$ cat src/rtl/pipeline_hazard_ctrl_pkg.sv
// rtl/pipeline_hazard_ctrl_pkg.sv - shared types and constants for the hazard controller
// Contents: hazState_t (RUN, MCWAIT), forward-select codes FWD_RF/FWD_M/FWD_W,
// and the default ResultSrc encoding that marks a load.
package pipeline_hazard_ctrl_pkg;

    typedef enum logic {
        RUN    = 1'b0,
        MCWAIT = 1'b1
    } hazState_t;

    localparam logic [1:0] FWD_RF = 2'b00;
    localparam logic [1:0] FWD_M  = 2'b10;
    localparam logic [1:0] FWD_W  = 2'b01;

    localparam logic [1:0] LOAD_SRC_DEFAULT = 2'b01;

endpackage

$ cat src/rtl/pipeline_hazard_ctrl_hazard_fwd_sel.sv
// rtl/pipeline_hazard_ctrl_hazard_fwd_sel.sv - per-operand producer compare
// Ports:
//   rs             in  5  consuming source register
//   rdNear, weNear in  5/1 younger producer (wins on a double match)
//   rdFar,  weFar  in  5/1 older producer
//   sel            out 2  FWD_M on near match, FWD_W on far match, else FWD_RF
// x0 never matches, so it can neither forward nor stall.
module hazard_fwd_sel
    import pipeline_hazard_ctrl_pkg::*;
(
    input  logic [4:0] rs,
    input  logic [4:0] rdNear,
    input  logic       weNear,
    input  logic [4:0] rdFar,
    input  logic       weFar,
    output logic [1:0] sel
);

    always_comb begin
        sel = FWD_RF;
        if (weFar && (rdFar != 5'd0) && (rdFar == rs)) begin
            sel = FWD_W;
        end
        if (weNear && (rdNear != 5'd0) && (rdNear == rs)) begin
            sel = FWD_M;
        end
    end

endmodule

$ cat src/rtl/pipeline_hazard_ctrl.sv
// rtl/pipeline_hazard_ctrl.sv - stall/flush/forward control for a 5-stage pipeline
// Macro HAZARD_FWD_EN: defined -> M/W forwarding to E; undefined -> no forwarding,
// decode stalls on any E/M producer match.
// Parameters: MC_LAT (multicycle E occupancy, 2..15), LOAD_SRC (ResultSrc load code).
// Ports:
//   clk, rst                      clock, async active-high reset
//   Rs1D, Rs2D                    decode sources
//   Rs1E, Rs2E, RdE               execute sources/destination
//   RdM, RdW                      memory/writeback destinations
//   RegWriteE/M/W                 per-stage write enables
//   ResultSrcE, PCSrcE, McStartE  execute result select, redirect, multicycle start
//   StallF, StallD, FlushD, FlushE  pipeline register control (combinational)
//   ForwardAE, ForwardBE          ALU operand select
//   McBusy                        multicycle op in progress
module pipeline_hazard_ctrl
    import pipeline_hazard_ctrl_pkg::*;
#(
    parameter int         MC_LAT   = 4,
    parameter logic [1:0] LOAD_SRC = LOAD_SRC_DEFAULT
) (
    input  logic       clk,
    input  logic       rst,
    input  logic [4:0] Rs1D,
    input  logic [4:0] Rs2D,
    input  logic [4:0] Rs1E,
    input  logic [4:0] Rs2E,
    input  logic [4:0] RdE,
    input  logic [4:0] RdM,
    input  logic [4:0] RdW,
    input  logic       RegWriteE,
    input  logic       RegWriteM,
    input  logic       RegWriteW,
    input  logic [1:0] ResultSrcE,
    input  logic [1:0] PCSrcE,
    input  logic       McStartE,
    output logic       StallF,
    output logic       StallD,
    output logic       FlushD,
    output logic       FlushE,
    output logic [1:0] ForwardAE,
    output logic [1:0] ForwardBE,
    output logic       McBusy
);

    hazState_t  state;
    logic [3:0] cnt;

    logic inRun;
    logic mcWait;
    logic redirect;
    logic loadUse;
    logic dataStall;
    logic [1:0] selA;
    logic [1:0] selB;

    assign inRun    = (state == RUN);
    assign mcWait   = (state == MCWAIT);
    // An unresolved multicycle op in E cannot redirect, so PCSrcE only counts in RUN.
    assign redirect = inRun && (PCSrcE != 2'b00);
    assign loadUse  = inRun && (ResultSrcE == LOAD_SRC) && RegWriteE && (RdE != 5'd0) &&
                      ((RdE == Rs1D) || (RdE == Rs2D));

    // The start cycle is part of the occupancy, so MCWAIT lasts MC_LAT-1 cycles.
    always_ff @(posedge clk or posedge rst) begin
        if (rst) begin
            state <= RUN;
            cnt   <= 4'd0;
        end else begin
            case (state)
                RUN: begin
                    if (McStartE && (PCSrcE == 2'b00)) begin
                        state <= MCWAIT;
                        cnt   <= 4'(MC_LAT - 1);
                    end
                end
                MCWAIT: begin
                    cnt <= cnt - 4'd1;
                    if (cnt == 4'd1) begin
                        state <= RUN;
                    end
                end
                default: begin
                    state <= RUN;
                    cnt   <= 4'd0;
                end
            endcase
        end
    end

`ifdef HAZARD_FWD_EN
    hazard_fwd_sel fwdSelA (
        .rs(Rs1E), .rdNear(RdM), .weNear(RegWriteM), .rdFar(RdW), .weFar(RegWriteW), .sel(selA)
    );
    hazard_fwd_sel fwdSelB (
        .rs(Rs2E), .rdNear(RdM), .weNear(RegWriteM), .rdFar(RdW), .weFar(RegWriteW), .sel(selB)
    );

    assign dataStall = loadUse;
    assign ForwardAE = rst ? FWD_RF : selA;
    assign ForwardBE = rst ? FWD_RF : selB;
`else
    // Without forwarding the same compare runs in Decode against E and M producers.
    // W is left out: the register file writes before it reads.
    hazard_fwd_sel stallSelA (
        .rs(Rs1D), .rdNear(RdE), .weNear(RegWriteE), .rdFar(RdM), .weFar(RegWriteM), .sel(selA)
    );
    hazard_fwd_sel stallSelB (
        .rs(Rs2D), .rdNear(RdE), .weNear(RegWriteE), .rdFar(RdM), .weFar(RegWriteM), .sel(selB)
    );

    logic unusedNoFwd;
    assign unusedNoFwd = ^{Rs1E, Rs2E, RdW, RegWriteW};

    assign dataStall = loadUse || (inRun && ((selA != FWD_RF) || (selB != FWD_RF)));
    assign ForwardAE = FWD_RF;
    assign ForwardBE = FWD_RF;
`endif

    // Redirect wins: the stalled instruction is on the wrong path anyway.
    assign StallF = !rst && (mcWait || (!redirect && dataStall));
    assign StallD = StallF;
    assign FlushD = !rst && redirect;
    assign FlushE = !rst && (redirect || dataStall);
    assign McBusy = !rst && mcWait;

endmodule

$ cat config.mk
export PLATFORM = sky130hd
export DESIGN_NAME = pipeline_hazard_ctrl
export DESIGN_NICKNAME = d
export VERILOG_FILES = /design/src/rtl/pipeline_hazard_ctrl_pkg.sv /design/src/rtl/pipeline_hazard_ctrl_hazard_fwd_sel.sv /design/src/rtl/pipeline_hazard_ctrl.sv
export SDC_FILE = /design/constraint.sdc
export NUM_CORES = 1
export LEC_CHECK = 0
export ABC_AREA = 0
export ABC_CLOCK_PERIOD_IN_PS = 2160
export BUFFER_PORTS_ARGS = -buffer_cell sky130_fd_sc_hd__buf_2
export CORE_ASPECT_RATIO = 1.5
export CORE_MARGIN = 2
export CORE_UTILIZATION = 25
export DETAILED_ROUTE_END_ITERATION = 10
export GPL_TIMING_DRIVEN = 0
export HOLD_SLACK_MARGIN = 0.15
export MAX_ROUTING_LAYER = met4
export SLEW_MARGIN = 20
export SYNTH_ARGS = -nofsm -noshare
export SYNTH_HDL_FRONTEND = slang
export SYNTH_SLANG_ARGS = --single-unit
export TNS_END_PERCENT = 20
$ cat constraint.sdc
create_clock -name clk -period 2.16 [get_ports clk]
set_input_delay 0.216 -clock clk [delete_from_list [all_inputs] [get_ports clk]]
set_output_delay 0.216 -clock clk [all_outputs]
set_load 0.05 [all_outputs]
# Word-level counts from Yosys, hierarchy flattened

Cells that the tools add are included.

Register bits after elaboration: 5
Bits of input ports: 45
Output and inout bits: 9
Word-level logic and storage cells: 51

$add $sub $neg: 1
Equal/unequal tests: 7
Muxes and demuxes: 9
Bitwise operators: 1
Reduce and logical (&&, ||, !) cells: 31

Operators by type and width:

| kind                                                 | count |
|---|---|
| equality test 5 bit                                  | 4 |
| logical AND 1 bit                                    | 18 |
| nonzero test 5 bit                                   | 2 |
| case mux 4 bit (2 select lines)                      | 1 |
| nonzero test 2 bit                                   | 3 |
| logical OR 1 bit                                     | 5 |
| equality test 4 x 1 -> 1 bit (second input constant) | 1 |
| 2-to-1 mux 1 bit                                     | 4 |
| 2-to-1 mux 2 bit                                     | 2 |
| 2-to-1 mux 4 bit                                     | 1 |
| subtractor 4 x 1 -> 4 bit (second input constant)    | 1 |
| equality test 2 x 1 -> 1 bit (second input constant) | 1 |
| logical NOT 1 bit                                    | 2 |
| logical NOT 2 bit                                    | 1 |
| != test 2 x 1 -> 1 bit (second input constant)       | 1 |
| case mux 1 bit (2 select lines)                      | 1 |
| inverter 1 bit                                       | 1 |

# Depth between registers and ports, before layout

Depth after elaboration: 12
Depth in mapped cells: 6
Gate-level depth less buffers: 5

# By module

From an unflattened synthesis, not the netlist that was laid out.

Cell total of the unflattened synthesis: 100
Area total of the unflattened synthesis: 797.0 µm²

By module, submodules not included:

| module               | instances | cells each | area an instance (µm²) | sequential area each (µm²) |
|---|---|---|---|---|
| pipeline_hazard_ctrl | 1         | 60         | 494.2                  | 125.1 |
| hazard_fwd_sel       | 2         | 20         | 151.4                  | 0.0 |

# Worst setup path after synthesis

OpenSTA, ideal clock, no wires.

Path type: register to output
Start: reg state, in the netlist mcWait
End: out StallF
Arrival time: 2.094 ns
Required time: 1.944 ns
Slack: -0.150 ns
Stages on the path, launching flop included: 6
Buffers on the path: 2
Cells stage by stage: dfrtp_1 > clkbuf_1 > nor2b_1 > a31oi_1 > nand2_1 > buf_4

Longest elaborated chain between the ends: 9
Elaborated cells between the ends (all ways): 12
Classes of those cells: 1 x bitwise; 11 x reduce/logical

RTL lines:

| what                           | line                        | source |
|---|---|---|
| start: declaration             | pipeline_hazard_ctrl.sv:45  | `hazState_t state;` |
| start signal: assignment       | pipeline_hazard_ctrl.sv:66  | `state <= RUN;` |
| start signal: assignment       | pipeline_hazard_ctrl.sv:72  | `state <= MCWAIT;` |
| start signal: assignment       | pipeline_hazard_ctrl.sv:79  | `state <= RUN;` |
| inverter 1 bit                 | -                           |  |
| logical AND 1 bit (4 in a row) | pipeline_hazard_ctrl.sv:60  | `assign loadUse = inRun && (ResultSrcE == LOAD_SRC) && RegWriteE && (RdE != 5'd0) &&` |
| logical OR 1 bit               | pipeline_hazard_ctrl.sv:114 | `assign dataStall = loadUse \|\| (inRun && ((selA != FWD_RF) \|\| (selB != FWD_RF)));` |
| logical AND 1 bit              | pipeline_hazard_ctrl.sv:120 | `assign StallF = !rst && (mcWait \|\| (!redirect && dataStall));` |
| logical OR 1 bit *             | pipeline_hazard_ctrl.sv:120 |  |
| logical AND 1 bit *            | pipeline_hazard_ctrl.sv:120 |  |
| end: declaration               | pipeline_hazard_ctrl.sv:36  | `output logic StallF,` |

Mark *: on every way between the ends. The rest lies on a longest branch, timed or not.

# Final worst setup path

Start: in rst
End: out StallF

Longest elaborated chain between the ends: 2

RTL lines:

| what               | line                        | source |
|---|---|---|
| start: declaration | pipeline_hazard_ctrl.sv:22  | `input logic rst,` |
| logical NOT 1 bit  | pipeline_hazard_ctrl.sv:120 |  |
| logical AND 1 bit  | pipeline_hazard_ctrl.sv:120 |  |

No other way between the ends.

==> metrics.yaml <==
run_status:
  status: "finished clean"
worst_setup_path:
  path_cells: "dlygate4sd3_1 > buf_2 > nor3_1 > a31oi_1 > nand2_1 > buf_4 > buf_2"
  r2r_start: "mcWait"
  crit_type: "in -> out"
  rrSetupSlack_ns: 0.92
  worstReg2RegEnd: "cnt[3]"
  critPathMostFrequentCell: "buf_2"
  endpoint_kind: "output port"
  crit_family: "buffers and inverters"
  path_max_fanout: 5
  arrival_ns: 1.74
  start_kind: "input port"
  critPathLaunch: "rst"
  max_stage_delay_ns: 0.53
  crit_required_ns: 1.94
  cp_slowest_cell: "dlygate4sd3_1"
  reg2reg_depth: 4
  critPathBufInv: 4
sta:
  fin_ws_ns: 0.2058
  clock_skew_ns: 0.001420
  max_freq_mhz: 511.7
  setup_viol: 0
  finalCriticalPeriod_ns: 1.954
  hold_violations: 0
  period_share_pct: 90.47
  maxSlewViolCount: 0
  rsz0062_at_grt: "no"
placement:
  place_area_sq_um: 783.3
  place_congestion: 0.7965
  pre_cts_ws_ns: 0.2828
  placed_cells: 129
  hpwlAfterDp_um: 1320
  io_buffers: 31
finish:
  n_antenna_cell: 0
  final_cells: 134
  layout_common_cells: "buf_2, xnor2_1, nand2_1"
  utilization_pct: 36.69
  fin_area_sq_um: 819.5
  regArea_sq_um: 125.1
  nets: 159
  area.growth.synth_to_final_pct: 39.96
  n_fill_cell: 240
  final_common_cell: "buf_2"
  drive_gt1_share_pct: 36.04
  multi_input_area_sq_um: 417.9
power_and_ir_drop:
  power.leakage_nw: 0.3905
  peakVddDrop_uv: 311.4
  power_density_nw_per_um2: 847.2
  p_total_uw: 694.3
clock_tree:
  insertion_delay_ns: 0.25
  numCtsBuffers: 3
  htreeDepth: 1
  cts_resized: 0
  cts_setup_buffers: 0
  cts_tree: "done"
  clockBufferDepth: 2
  root_buffer: "clkbuf_4"
  clk_pin_slew_ns: 0.04
  cts.sinks: 5
synth:
  avgSynthCellArea_sq_um: 8.133
  ys.warnings.count: 0
  ys_ff_latch: 5
  syn_inst: 72
  async_flop_share_pct: 100.0
  syn_area_sq_um: 585.6
  synth_enable_flop_cells: 0
  synth-seq-area-share_pct: 21.37
  synth.distinct_cells: 24
  synth_flop_cell: "dfrtp_1"
route:
  dr.pass1.iters: 4
  wl_per_cell_um: 11.30
  routed_wl_um: 1514
  drt-initial-drc-count: 5
  routed_via_density: 4.679
  ant_nets: 0
  drcViolationCount: 0
  num_vias: 627
hold_path:
  hold_class: "in -> reg"
  hold_end: "mcWait"
  hp-start: "McStartE"
  min_path_cells: 3
floorplan:
  core_sq_um: 2233
  initial_utilization_pct: 26.22
  die_area_sq_um: 2753
  die_h_um: 63.28
  boundaryPins: 54
  die_w_um: 43.52
  rows: 21
grt:
  grt_pass1_wl_um: 2511
  antenna_found_initial: 0
  grt_usage_pct: 12.68
  grt-ovfl-total: 0
  grt_pass1_vias: 610
  grt_max_degree: 10
run:
  drv_cap: 0
==> synthesized netlist by cell type, types with 2 or more instances <==
cell	count	area [sq um]
a21oi_1	2	10.01
a22oi_1	2	15.01
buf_4	5	37.54
dfrtp_1	5	125.1
ha_1	2	25.02
inv_1	4	15.01
nand2_1	6	22.52
nand3_1	5	25.02
nor2_1	2	7.510
nor3_1	2	10.01
o21a_1	2	15.01
o22ai_1	3	18.77
or4_1	2	15.01
xnor2_1	20	175.2
==> layer usage <==
metal	share of wire (%)	GRT usage, %
met4	2.0	6.818
met1	36	12.98
met2	53	21.83
met5	0	-
met3	8.9	2.579
==> stage by stage <==
step | setup TNS (ns) | hold slack (ns)
floorplan | -0.0006821 | -0.005479
finish | 0 | 0.3342
CTS | 0 | 0.3267
global route | 0 | 0.3609
detailed placement | 0 | 0.1810
global placement | 0 | 0.1692
==> how the worst max path moves through the flow <==
| stage | to | slack [ns] | cells past startpoint |
|---|---|---|---|
| floorplan | FlushE | -0.0007 | 5 |
| global placement | StallF | 0.28 | 7 |
| detailed placement | StallF | 0.28 | 7 |
| CTS | StallF | 0.21 | 7 |
| global route | StallF | 0.13 | 7 |
| finish | StallF | 0.21 | 7 |
==> cell type report <==
cell class	count	area share, %
Clock buffer	4	3.206
Timing Repair Buffer	32	20.15
Buffer	6	5.038
Sequential cell	5	15.27
Multi-Input combinational cell	60	50.99
Tap cell	23	3.511
Inverter	4	1.832
==> power by group <==
group	switching [mW]	total (mW)	leakage, nW	internal [mW]
Combinational	0.258	0.419	0.316	0.161
Clock	0.0418	0.112	0.0150	0.0701
Sequential	0.0248	0.164	0.0596	0.139
==> timing repair <==
action                                  in CTS  in global routing
endpoints found under the hold margin        5                  0
endpoints found under the setup margin       0                  0
hold buffers                                 1                  0
==> worst reg2reg max path: stages, from the launching register on <==
cell and delay, ns:
dfrtp_1 0.35, clkbuf_1 0.19, a21oi_1 0.38, a21oi_1 0.08, o22ai_1 0.16
==> kinds of logic (layout without fill, tap and decap cells) <==
logic type / Yosys count / in the layout / synth area share (%)
AOI/OAI and AO/OA: 12 / 12 / 13.89
other: 1 / 4 / 0.6404
adders and majority gates: 2 / 2 / 4.273
and+or+nand+nor: 20 / 20 / 17.09
muxes: 1 / 1 / 1.709
xor gates and xnor gates: 21 / 21 / 31.41
DFF: 5 / 5 / 21.37
buffers and inverters: 10 / 46 / 9.615
==> sequential cells by signal, summed over array words and instances (netlist names) <==
signal	cells
cnt	4
mcWait	1
(Power assumes the default switching activity.)
